<file path="config.mk">
export PLATFORM = sky130hd
export DESIGN_NAME = tt_um_monishvr_fifo
export DESIGN_NICKNAME = d
export VERILOG_FILES = /design/src/rtl/fifo_pkg.sv /design/src/rtl/fifo_core.sv /design/src/rtl/tt_um_monishvr_fifo.sv
export SDC_FILE = /design/constraint.sdc
export NUM_CORES = 1
export LEC_CHECK = 0
export CORE_MARGIN = 4
export CORE_UTILIZATION = 50
export DETAILED_ROUTE_END_ITERATION = 16
export GPL_ROUTABILITY_DRIVEN = 0
export PLACE_DENSITY = 0.84
export SLEW_MARGIN = 5
export SYNTH_ARGS = -nofsm -noshare
export SYNTH_HDL_FRONTEND = slang
export SYNTH_SLANG_ARGS = --single-unit
</file>
<file path="constraint.sdc">
create_clock -name clk -period 5.7 [get_ports clk]
set_input_delay 0.57 -clock clk [delete_from_list [all_inputs] [get_ports clk]]
set_output_delay 0.57 -clock clk [all_outputs]
set_load 0.005 [all_outputs]
</file>
<file path="src/rtl/fifo_pkg.sv">
// Shared constants for the TinyTapeout FIFO tile: word/depth sizing and the
// bit positions used on ui_in / uo_out.
// Optional build macro: FIFO_STICKY_FLAGS_EN (sticky overflow/underflow on uo_out[7:6]).
package fifo_pkg;

  // Word width is fixed by the pin map (4 data bits in, 4 data bits out).
  localparam int DATA_W = 4;
  // Number of entries; must be a power of two so pointers wrap naturally.
  localparam int DEPTH  = 8;
  localparam int PTR_W  = $clog2(DEPTH);
  // One extra bit so that "DEPTH entries stored" is representable.
  localparam int CNT_W  = PTR_W + 1;

  // ui_in bit map
  localparam int WR_EN_BIT = 2;
  localparam int RD_EN_BIT = 3;
  localparam int DIN_LSB   = 4;

  // uo_out bit map
  localparam int FULL_BIT  = 0;
  localparam int EMPTY_BIT = 1;
  localparam int DOUT_LSB  = 2;
  localparam int OVF_BIT   = 6;
  localparam int UNF_BIT   = 7;

endpackage : fifo_pkg

</file>
<file path="src/rtl/fifo_core.sv">
// Generic synchronous FIFO: registered read data, flags decoded from the
// registered occupancy count, no fall-through on an empty read.
//
// Handshake: i_wr_en / i_rd_en are level strobes sampled on every rising edge.
// A write is accepted when not full, or when a read is accepted in the same
// cycle; a read is accepted when not empty. Rejected operations are reported
// on o_wr_drop / o_rd_drop in the same cycle and otherwise have no effect.
module fifo_core
  import fifo_pkg::*;
(
  input  logic              i_clk,
  input  logic              i_rst_n,
  input  logic              i_wr_en,
  input  logic              i_rd_en,
  input  logic [DATA_W-1:0] i_din,
  output logic [DATA_W-1:0] o_dout,
  output logic              o_full,
  output logic              o_empty,
  output logic              o_wr_drop,
  output logic              o_rd_drop
);

  logic [DATA_W-1:0] r_mem [DEPTH];
  logic [PTR_W-1:0]  r_wr_ptr;
  logic [PTR_W-1:0]  r_rd_ptr;
  logic [CNT_W-1:0]  r_count;
  logic [DATA_W-1:0] r_dout;

  logic w_full;
  logic w_empty;
  logic w_rd_accept;
  logic w_wr_accept;

  // Flags come only from the registered count, so there is no path from the strobes.
  assign w_full  = (r_count == CNT_W'(DEPTH));
  assign w_empty = (r_count == '0);

  // A read frees a slot in the same cycle, which lets a write proceed while full.
  assign w_rd_accept = i_rd_en & ~w_empty;
  assign w_wr_accept = i_wr_en & (~w_full | w_rd_accept);

  // Storage array; contents are intentionally left unreset.
  always_ff @(posedge i_clk) begin
    if (w_wr_accept) begin
      r_mem[r_wr_ptr] <= i_din;
    end
  end

  // Pointer advance; PTR_W-bit pointers wrap modulo DEPTH on their own.
  always_ff @(posedge i_clk or negedge i_rst_n) begin
    if (!i_rst_n) begin
      r_wr_ptr <= '0;
      r_rd_ptr <= '0;
    end else begin
      if (w_wr_accept) r_wr_ptr <= r_wr_ptr + PTR_W'(1);
      if (w_rd_accept) r_rd_ptr <= r_rd_ptr + PTR_W'(1);
    end
  end

  // Occupancy: +1 on write only, -1 on read only, unchanged on both or neither.
  always_ff @(posedge i_clk or negedge i_rst_n) begin
    if (!i_rst_n) begin
      r_count <= '0;
    end else begin
      case ({w_wr_accept, w_rd_accept})
        2'b10:   r_count <= r_count + CNT_W'(1);
        2'b01:   r_count <= r_count - CNT_W'(1);
        default: r_count <= r_count;
      endcase
    end
  end

  // Read-data register: updates only on an accepted read, holds otherwise.
  always_ff @(posedge i_clk or negedge i_rst_n) begin
    if (!i_rst_n) begin
      r_dout <= '0;
    end else if (w_rd_accept) begin
      r_dout <= r_mem[r_rd_ptr];
    end
  end

  assign o_dout    = r_dout;
  assign o_full    = w_full;
  assign o_empty   = w_empty;
  assign o_wr_drop = i_wr_en & ~w_wr_accept;
  assign o_rd_drop = i_rd_en & ~w_rd_accept;

endmodule : fifo_core

</file>
<file path="src/rtl/tt_um_monishvr_fifo.sv">
// TinyTapeout tile wrapper around fifo_core: pin mapping, tie-offs and the
// optional sticky status flags.
// Optional build macro: FIFO_STICKY_FLAGS_EN -- when defined, uo_out[6] is a
// sticky overflow flag and uo_out[7] a sticky underflow flag (cleared only by
// reset); otherwise uo_out[7:6] are constant 0.
module tt_um_monishvr_fifo
  import fifo_pkg::*;
(
  input  logic       clk,
  input  logic       rst_n,
  input  logic       ena,
  input  logic [7:0] ui_in,
  output logic [7:0] uo_out,
  input  logic [7:0] uio_in,
  output logic [7:0] uio_out,
  output logic [7:0] uio_oe
);

  logic [DATA_W-1:0] w_dout;
  logic              w_full;
  logic              w_empty;
  logic              w_wr_drop;
  logic              w_rd_drop;
  logic              w_ovf;
  logic              w_unf;
  logic              w_unused;

  fifo_core u_core (
    .i_clk     (clk),
    .i_rst_n   (rst_n),
    .i_wr_en   (ui_in[WR_EN_BIT]),
    .i_rd_en   (ui_in[RD_EN_BIT]),
    .i_din     (ui_in[DIN_LSB +: DATA_W]),
    .o_dout    (w_dout),
    .o_full    (w_full),
    .o_empty   (w_empty),
    .o_wr_drop (w_wr_drop),
    .o_rd_drop (w_rd_drop)
  );

`ifdef FIFO_STICKY_FLAGS_EN
  logic r_ovf;
  logic r_unf;

  // Sticky flags latch any rejected strobe and only reset clears them.
  always_ff @(posedge clk or negedge rst_n) begin
    if (!rst_n) begin
      r_ovf <= 1'b0;
      r_unf <= 1'b0;
    end else begin
      if (w_wr_drop) r_ovf <= 1'b1;
      if (w_rd_drop) r_unf <= 1'b1;
    end
  end

  assign w_ovf    = r_ovf;
  assign w_unf    = r_unf;
  assign w_unused = &{1'b0, ena, uio_in, ui_in[1:0]};
`else
  assign w_ovf    = 1'b0;
  assign w_unf    = 1'b0;
  assign w_unused = &{1'b0, ena, uio_in, ui_in[1:0], w_wr_drop, w_rd_drop};
`endif

  // Output pin map assembled from the core status and read data.
  always_comb begin
    uo_out                      = '0;
    uo_out[FULL_BIT]            = w_full;
    uo_out[EMPTY_BIT]           = w_empty;
    uo_out[DOUT_LSB +: DATA_W]  = w_dout;
    uo_out[OVF_BIT]             = w_ovf;
    uo_out[UNF_BIT]             = w_unf;
  end

  // Bidirectional pins are all inputs and never driven.
  assign uio_out = '0;
  assign uio_oe  = '0;

endmodule : tt_um_monishvr_fifo

</file>
# Word-level counts from Yosys, hierarchy flattened

Memories as Yosys holds them, arrays and structs flattened. A register that Yosys moved wholly into a read port is not among the register bits.
Cells that the tools add are included.

Memory bits (writable): 32
Word-level logic and storage cells: 22
Memories: 1
Memory bits (read-only): 0
Bits in registers: 10
Bits in latches: 0

Memory list:

| memory       | words | width | rd ports | clocked after Yosys merged registers in | wr ports | line            | text |
|---|---|---|---|---|---|---|---|
| u_core.r_mem | 8     | 4     | 1        | 1                                       | 1        | fifo_core.sv:23 | `logic [DATA_W-1:0] r_mem [DEPTH];` |

$add $sub $neg: 4
Muxes and demuxes: 3
Shifts and indexed selects: 0
Magnitude comparators: 0
Reductions and logical operators: 3
Eq/ne operators: 3
Divide/modulo/power cells: 0
Multipliers: 0
Bitwise gates (word level): 5

Operator list:

| operator                                         | count |
|---|---|
| case mux 4 bit (2 select lines)                  | 1 |
| adder 3 x 1 -> 3 bit, second input constant      | 2 |
| adder 4 x 1 -> 4 bit, second input constant      | 1 |
| == test 4 bit, second input constant             | 1 |
| logical NOT 4 bit                                | 1 |
| subtractor 4 x 1 -> 4 bit, second input constant | 1 |
| bitwise AND 1 bit                                | 2 |
| == test 2 x 1 -> 1 bit, second input constant    | 1 |
| == test 2 bit, second input constant             | 1 |
| two-way mux 1 bit                                | 2 |
| inverter 1 bit                                   | 2 |
| nonzero test 2 bit                               | 1 |
| logical NOT 1 bit                                | 1 |
| bitwise OR 1 bit                                 | 1 |

# Longest topological paths before layout

Gate-level depths: netlist of the first run.

Word-level depth: 7
Depth in mapped cells: 8
Mapped depth without buffers: 8

# Cells and area by module

A second synthesis of the first run with hierarchy kept.

Cells, all modules: 160
Area, all modules: 2205.9 µm²

By module, submodules not included:

| module              | area an instance (µm²) | instances | cells an instance |
|---|---|---|---|
| fifo_core           | 2052.0                 | 1         | 139 |
| tt_um_monishvr_fifo | 153.9                  | 1         | 21 |

# Worst setup path before layout of the first run

No wires, ideal clock.

Path type: reg-to-reg
From: register u_core.r_count[2]
To: register u_core.r_count[3]
Arrival: 2015 ps
Period minus slack after synthesis: 2094 ps
Setup slack: 3606 ps
Stages on the path, launching flop included: 9
Cells stage by stage: dfrtp_1 -> o41ai_2 -> or2_1 -> inv_1 -> ha_1 -> a21o_1 -> a21oi_1 -> mux2i_1 -> xor2_1

Word-level cells in the longest chain between the ends: 7
Elaborated cells between the ends (all ways): 13
Classes of those cells: add/sub (2); eq/ne (3); mux (1); bitwise (5); reduce/logical (2)

Ends and longest elaborated chain:

| what                                                                         | line            | text |
|---|---|---|
| from (decl)                                                                  | fifo_core.sv:26 | `logic [CNT_W-1:0] r_count;` |
| from (signal assigned)                                                       | fifo_core.sv:66 | `2'b10: r_count <= r_count + CNT_W'(1);` |
| from (signal assigned)                                                       | fifo_core.sv:67 | `2'b01: r_count <= r_count - CNT_W'(1);` |
| from (signal assigned)                                                       | fifo_core.sv:68 | `default: r_count <= r_count;` |
| logical NOT 4 bit                                                            | fifo_core.sv:36 | `assign w_empty = (r_count == '0);` |
| inverter 1 bit                                                               | fifo_core.sv:39 | `assign w_rd_accept = i_rd_en & ~w_empty;` |
| bitwise AND 1 bit                                                            | fifo_core.sv:39 |  |
| bitwise OR 1 bit                                                             | fifo_core.sv:40 | `assign w_wr_accept = i_wr_en & (~w_full \| w_rd_accept);` |
| bitwise AND 1 bit                                                            | fifo_core.sv:40 |  |
| == test 2 x 1 -> 1 bit / == test 2 bit (equally long branches)               | fifo_core.sv:65 | `case ({w_wr_accept, w_rd_accept})` |
| case mux 4 bit (2 select lines) / nonzero test 2 bit (equally long branches) | -               |  |

Several ways; a longest one is shown, not always the timed one.
A chain may end at the register's enable or synchronous reset.

# Final worst setup path of the first run

Ends and elaborated chain as after synthesis.

==> metrics.md, run 1 <==
| Metric | Value |
|---|---|
| Status | complete, no violations |
| Drt pass-1 iters | 4 |
| Highest clock rate | ~340 MHz |
| Die span in y | between 70 and 80 µm |
| DRC viols | 0 |
| Flop2flop setup slack | 2.79 ns |
| PnR worst setup slack | ~2.8 ns |
| Share of cells above drive strength 1 | 0.108 |
| Synth area leaders | edfxtp_1 44%, dfrtp_1 16%, mux2i_1 8.3% |
| Worst skew pair latency | about 0.29 ns |
| Port Buffers | 13 |
| Wire length per cell | approximately 15 µm |
| Slowest stage delay, CP | approximately 1.0 ns |
| Clock group share of total power | 0.236 |
| Slowest CP cell | o41ai_2 |
| Sequential cell area | 0.00131 mm² |
| Vias in the first global route | between 1000 and 1500 |
| Peak VDD IR | between 0.2 and 0.25 mV |
| Core Box Area | a little over 0.004 mm² |
| Synthesis-stage register bit count | 46 |
| I/O pin count | 43 |
| Hold Path Class | reg2reg |
| Slew Viols, Final | 0 |
| Post-Syn Area | ~0.0022 mm² |
| Area growth syn-to-layout | 9.93% |
| Final wirelength | 3310 µm |
| HPWL Detailed | ~2400 µm |
| Final #Nets | 190 |
| Global route total overflow | 0 |
| Largest net degree at the start of global routing | 19 |
| Hold_buf cts | 0 |
| Crit path kind | reg2reg |
| Clk root buf | clkbuf_8 |
| Fin. Hold Viols | 0 |
| Pint | ~820 µW |
| Min Hold Slack | 0.491 ns |
| Synth cell types | 31 |
| ANT cells | 0 |
| Worst slack, placed | around 2.8 ns |
| Synth top area share | 0.441 |
| Sequential-to-total area share from yosys stat | 0.601 |
| Final Critical Period | slightly below 3 ns |
| H-tree depth | 2 |
| Sw frac | 0.302 |
| DR vias/cell | 5.02 |
| Critical-path cell list | o41ai_2 > or2_1 > inv_1 > ha_1 > a21o_1 > a21oi_1 > mux2i_1 > xor2_1 |
| Total power | about 1.2 mW |
| Initial antenna violation count | 0 |
| Unrepaired setup endpoints after global routing | no |
| Gr usage total | 0.137 |
| Vias after detailed routing | around 1100 |
| NetSw | between 300 and 400 µW |
| Post-route cell area | between 0.002 and 0.0025 mm² |
| Largest area contributor in the netlist | edfxtp_1 |
| Power Density | roughly 490 mW/mm² |
| Non-Filler Instances | about 220 |
| Async SR Flop Fraction | 0.304 |
| Finished Core Util | 0.583 |
| CTS tree | built |
| Pleak | about 0.96 nW |
| Synth cell count leaders | 32 x edfxtp_1, 21 x buf_4, 18 x mux2i_1 |
| Antenna viol nets, final | 0 |
| Post-CTS setup buffer count | 0 |
| Syn Area/Cell | around 14 µm² |
| Final setup viols | 0 |
| Max cap viols | 0 |
| Sink Count | 46 |
| Die area | between 0.005 and 0.006 mm² |
| Combinational share of power | 0.293 |
| Multi-input logic area | 737 µm² |
| Post-Synthesis Cells | 153 |
| Fillcell total | 313 |
| Worst-Margin Slew | 1.10 ns |
| Seq pwr share | 0.471 |
| Fin Clk Skew | roughly 0.007 ns |
| Chip width | around 74 µm |
| Count leader, synth | edfxtp_1 |
| Ys flop type | edfxtp_1 |
| CP Capture Type | flip-flop |
| First-pass GRT wire length | roughly 5600 µm |
| Post-Place Cell Area | 0.00226 mm² |
| CP Data Arrival Time | 3.12 ns |
| Period utilization | 0.510 |
| Crit path max-delay family | compound AO/OA/AOI/OAI gates |
| Cell row count | 23 |
| Placed cell count | between 200 and 250 |
| Initial cell density of the core | 0.530 |
| Final setup TNS | 0 ns |
| Rel. slew slack | 0.256 |
| CP Data Required Time | around 6 ns |
| Worst Path Buf+Inv | 1 |
| Post-synth EDFFs | 32 |
| Number of synthesis warnings | 0 |
| Inserted Clock Buffers | 5 |
| Cts repair resizes | 0 |
| DR iter-0 viols | a little over 80 |
| CP startpoint kind | flip-flop |
| Clock-pin slew on the worst setup and hold paths | 0.08 ns |
| Max Root-Sink Buffers | 2 |
| Worst Path Max Fanout | 13 |
## final timing paths
path / startpoint / depth (start not counted) / end
hold reg to reg: u_core.o_dout[0] / 2 / u_core.o_dout[0]
min in group asynchronous: rst_n / 1 / u_core.r_rd_ptr[1]
max in group asynchronous: rst_n / 1 / u_core.r_wr_ptr[2]
hold / removal: u_core.o_dout[0] / 2 / u_core.o_dout[0]
setup reg to reg: u_core.r_count[2] / 8 / u_core.r_count[3]
setup / recovery: u_core.r_count[2] / 8 / u_core.r_count[3]
## worst min-delay path: stages, from the launching register on
cell and delay, ns:
dfrtp_1 0.35, nand2_1 0.05, o21ai_1 0.06
## registers in the layout, summed over array words and instances (netlist names)
signal and flops:
u_core.o_dout 4, u_core.r_count 4, u_core.r_mem 32, u_core.r_rd_ptr 3, u_core.r_wr_ptr 3
## logic make-up (layout without fill, tap and decap cells)
group	count (synthesis)	count (layout)	synth area share
buffers and inverters	29	26	0.0901
xor gates and xnor gates	8	8	0.0321
and+or+nand+nor	30	30	0.0666
adders and majority gates	5	5	0.0321
DFF	46	46	0.601
AOI/OAI and AO/OA	11	11	0.0453
muxes	23	23	0.131
other	1	18	0.00172
## layout make-up
cell class / instances / share of cell area
Multi-Input combinational cell: 95 / 0.307
Inverter: 5 / 0.00783
Timing Repair Buffer: 13 / 0.0543
Sequential cell: 46 / 0.547
Clock buffer: 5 / 0.0287
Tap cell: 50 / 0.0261
Clock inverter: 3 / 0.0287
## cells in the final DEF, fill, tap and decap left out, drive strengths merged, types with 2 or more instances in the layout
master          n
edfxtp         32
mux2i          18
conb           18
nand2          14
dfrtp          14
clkdlybuf4s50  13
nor2            6
xnor2           6
inv             5
clkbuf          5
o21ai           5
nor3            4
mux4            4
ha              4
nand2b          2
xor2            2
bufinv          2
## power groups by stage
stage                     Clock (mW)  Sequential [mW]  Combinational (mW)
after floorplan                    0            0.506               0.308
after global placement             0            0.552               0.323
after detailed placement           0            0.561               0.341
after CTS                      0.281            0.556               0.349
after global routing           0.301            0.569               0.381
final                          0.278            0.554               0.345
## layer usage
metal | up-vias | part of all wire | global-route usage
met4 | 0 | 0.0070 | 0.0423
met5 | - | 0 | 0
met2 | 31 | 0.52 | 0.232
li1 | 534 | - | -
met3 | 4 | 0.054 | 0.0324
met1 | 520 | 0.42 | 0.175
(Power assumes the default switching activity.)
==> inputs of run 2 (changes only) <==
clock period = 2.7 ns   (was 5.7 ns; I/O delays follow)
==> run 2 against run 1 <==
Against the previous run:
- via count increased by 4.3%
- wire length is 0.45% higher
- register-to-register slack worse by 2.3 ns
- sequential cell count is the same
- sequential power rose by 110%
- critical endpoint unchanged
- core utilization decreased by 0.49 points
- cell count increased by 1.8%
- design area fell by 0.84%
- combinational power grew 120%
- clock power increased by 45%
==> metrics.md, run 2 (synthesis results as in run 1) <==
| Metric | Value |
|---|---|
| Vias after detailed routing | around 1100 |
| Sw frac | 0.324 |
| Gr usage total | 0.135 |
| R2R cell count | 8 |
| Most frequent cells in the layout | 32 x edfxtp_1, 18 x mux2i_1, 18 x conb_1 |
| Worst Path Buf+Inv | 1 |
| RR Endpoint | u_core.r_count[3] |
| Combinational share of power | 0.324 |
| Finished Core Util | 0.578 |
| Worst skew pair latency | ~0.29 ns |
| Slowest CP cell | dfrtp_1 |
| Wire length per cell | approximately 15 µm |
| First-pass GRT wire length | between 5000 and 6000 µm |
| Drt pass-1 iters | 4 |
| Largest net degree at the start of global routing | 18 |
| Biggest register | u_core.r_mem |
| Final #Nets | between 150 and 200 |
| H-tree depth | 2 |
| Worst-Margin Slew | roughly 0.86 ns |
| Pleak | 0.959 nW |
| Core Box Area | 0.00412 mm² |
| Hold_buf cts | 0 |
| Share of cells above drive strength 1 | 0.129 |
| Fin. Hold Viols | 0 |
| Chip width | about 74 µm |
| Vias in the first global route | 1092 |
| Die area | 0.00548 mm² |
| Max cap viols | 0 |
| Post-CTS setup buffer count | 0 |
| Critical Path Source | u_core.r_count[2] |
| Clk root buf | clkbuf_8 |
| Unrepaired setup endpoints after global routing | no |
| Clock-pin slew on the worst setup and hold paths | 0.08 ns |
| Sink Count | 46 |
| DR vias/cell | 5.14 |
| Crit path max-delay family | compound AO/OA/AOI/OAI gates |
| Highest clock rate | around 460 MHz |
| Rel. slew slack | 0.428 |
| Slew Viols, Final | 0 |
| Fin Clk Skew | ~0.0087 ns |
| Power Density | roughly 1000 mW/mm² |
| CP Capture Type | flip-flop |
| Die span in y | 74.0 µm |
| Status | complete, no violations |
| Max reg flops | 32 |
| Port Buffers | 13 |
| Crit path kind | reg2reg |
| CP Data Required Time | between 2 and 3 ns |
| Final setup viols | 0 |
| CP Data Arrival Time | roughly 2.4 ns |
| Clock group share of total power | 0.174 |
| Initial cell density of the core | 0.530 |
| HPWL Detailed | about 2600 µm |
| CTS tree | built |
| Final setup TNS | 0 ns |
| Area growth syn-to-layout | 9.01% |
| Global route total overflow | 0 |
| DR iter-0 viols | 62 |
| Slowest stage delay, CP | 0.44 ns |
| Final Critical Period | approximately 2.2 ns |
| Hold Path Class | in2async |
| ANT cells | 0 |
| Cell row count | 23 |
| Flop2flop setup slack | slightly above 0.5 ns |
| Most common cell after layout, fill and taps aside | edfxtp_1 |
| Cts repair resizes | 0 |
| DRC viols | 0 |
| Seq pwr share | 0.502 |
| Final wirelength | ~3300 µm |
| Inserted Clock Buffers | 5 |
| Pint | about 1.6 mW |
| CP startpoint kind | flip-flop |
| Initial antenna violation count | 0 |
| Critical-path cell list | o41ai_2 > or2_1 > inv_1 > ha_1 > a21o_1 > a21oi_1 > mux2i_1 > xor2_1 |
| Max Root-Sink Buffers | 2 |
| NetSw | between 700 and 800 µW |
| I/O pin count | between 40 and 50 |
| RR Startpoint | u_core.r_count[2] |
| Peak VDD IR | 0.463 mV |
| Period utilization | 0.814 |
| Worst Path Max Fanout | 5 |
| Antenna viol nets, final | 0 |
==> run 2: power by group through the flow <==
stage,clock network (mW),logic (mW),registers (mW)
after floorplan,0,0.649,1.07
after global placement,0,0.705,1.16
after detailed placement,0,0.755,1.18
after CTS,0.412,0.761,1.16
after global routing,0.445,0.835,1.19
final,0.403,0.749,1.16
==> run 2: worst max path at each step <==
stage	end	cells past startpoint
detailed placement	u_core.r_count[3]	8
CTS	u_core.r_count[3]	8
finish	u_core.r_count[3]	8
global route	u_core.r_count[3]	8
global placement	u_core.r_count[3]	8
floorplan	u_core.r_count[3]	8
==> run 2: metal layers <==
layer,global-route usage,part of all wire,routed length (µm),up-vias
li1,-,-,-,541
met1,0.169,0.42,1380,553
met2,0.223,0.50,1670,36
met3,0.0378,0.066,220,6
met4,0.0543,0.013,44,0
met5,0,0,0,-
==> run 2: cell type report <==
type	instances	area, µm²
timing repair buffer	17	160
inverter	5	18.8
multi-input combinational	95	737
clock buffer	5	68.8
fill	309	1740
clock inverter	3	18.8
tap	50	62.6
sequential	46	1310
==> run 2: per-stage QoR <==
step / area [µm²] / std cells / setup WS (ns) / power (mW) / hold slack, ns
3_3_place_gp: 2290 / 213 / 0.420 / 1.86 / 0.469
2_1_floorplan: 2240 / 170 / 0.606 / 1.72 / -0.0256
5_1_grt: 2380 / 221 / 0.322 / 2.47 / 0.392
6_report: 2380 / 221 / 0.503 / 2.31 / 0.358
3_5_place_dp: 2290 / 213 / 0.385 / 1.94 / 0.484
4_1_cts: 2380 / 221 / 0.499 / 2.34 / 0.369
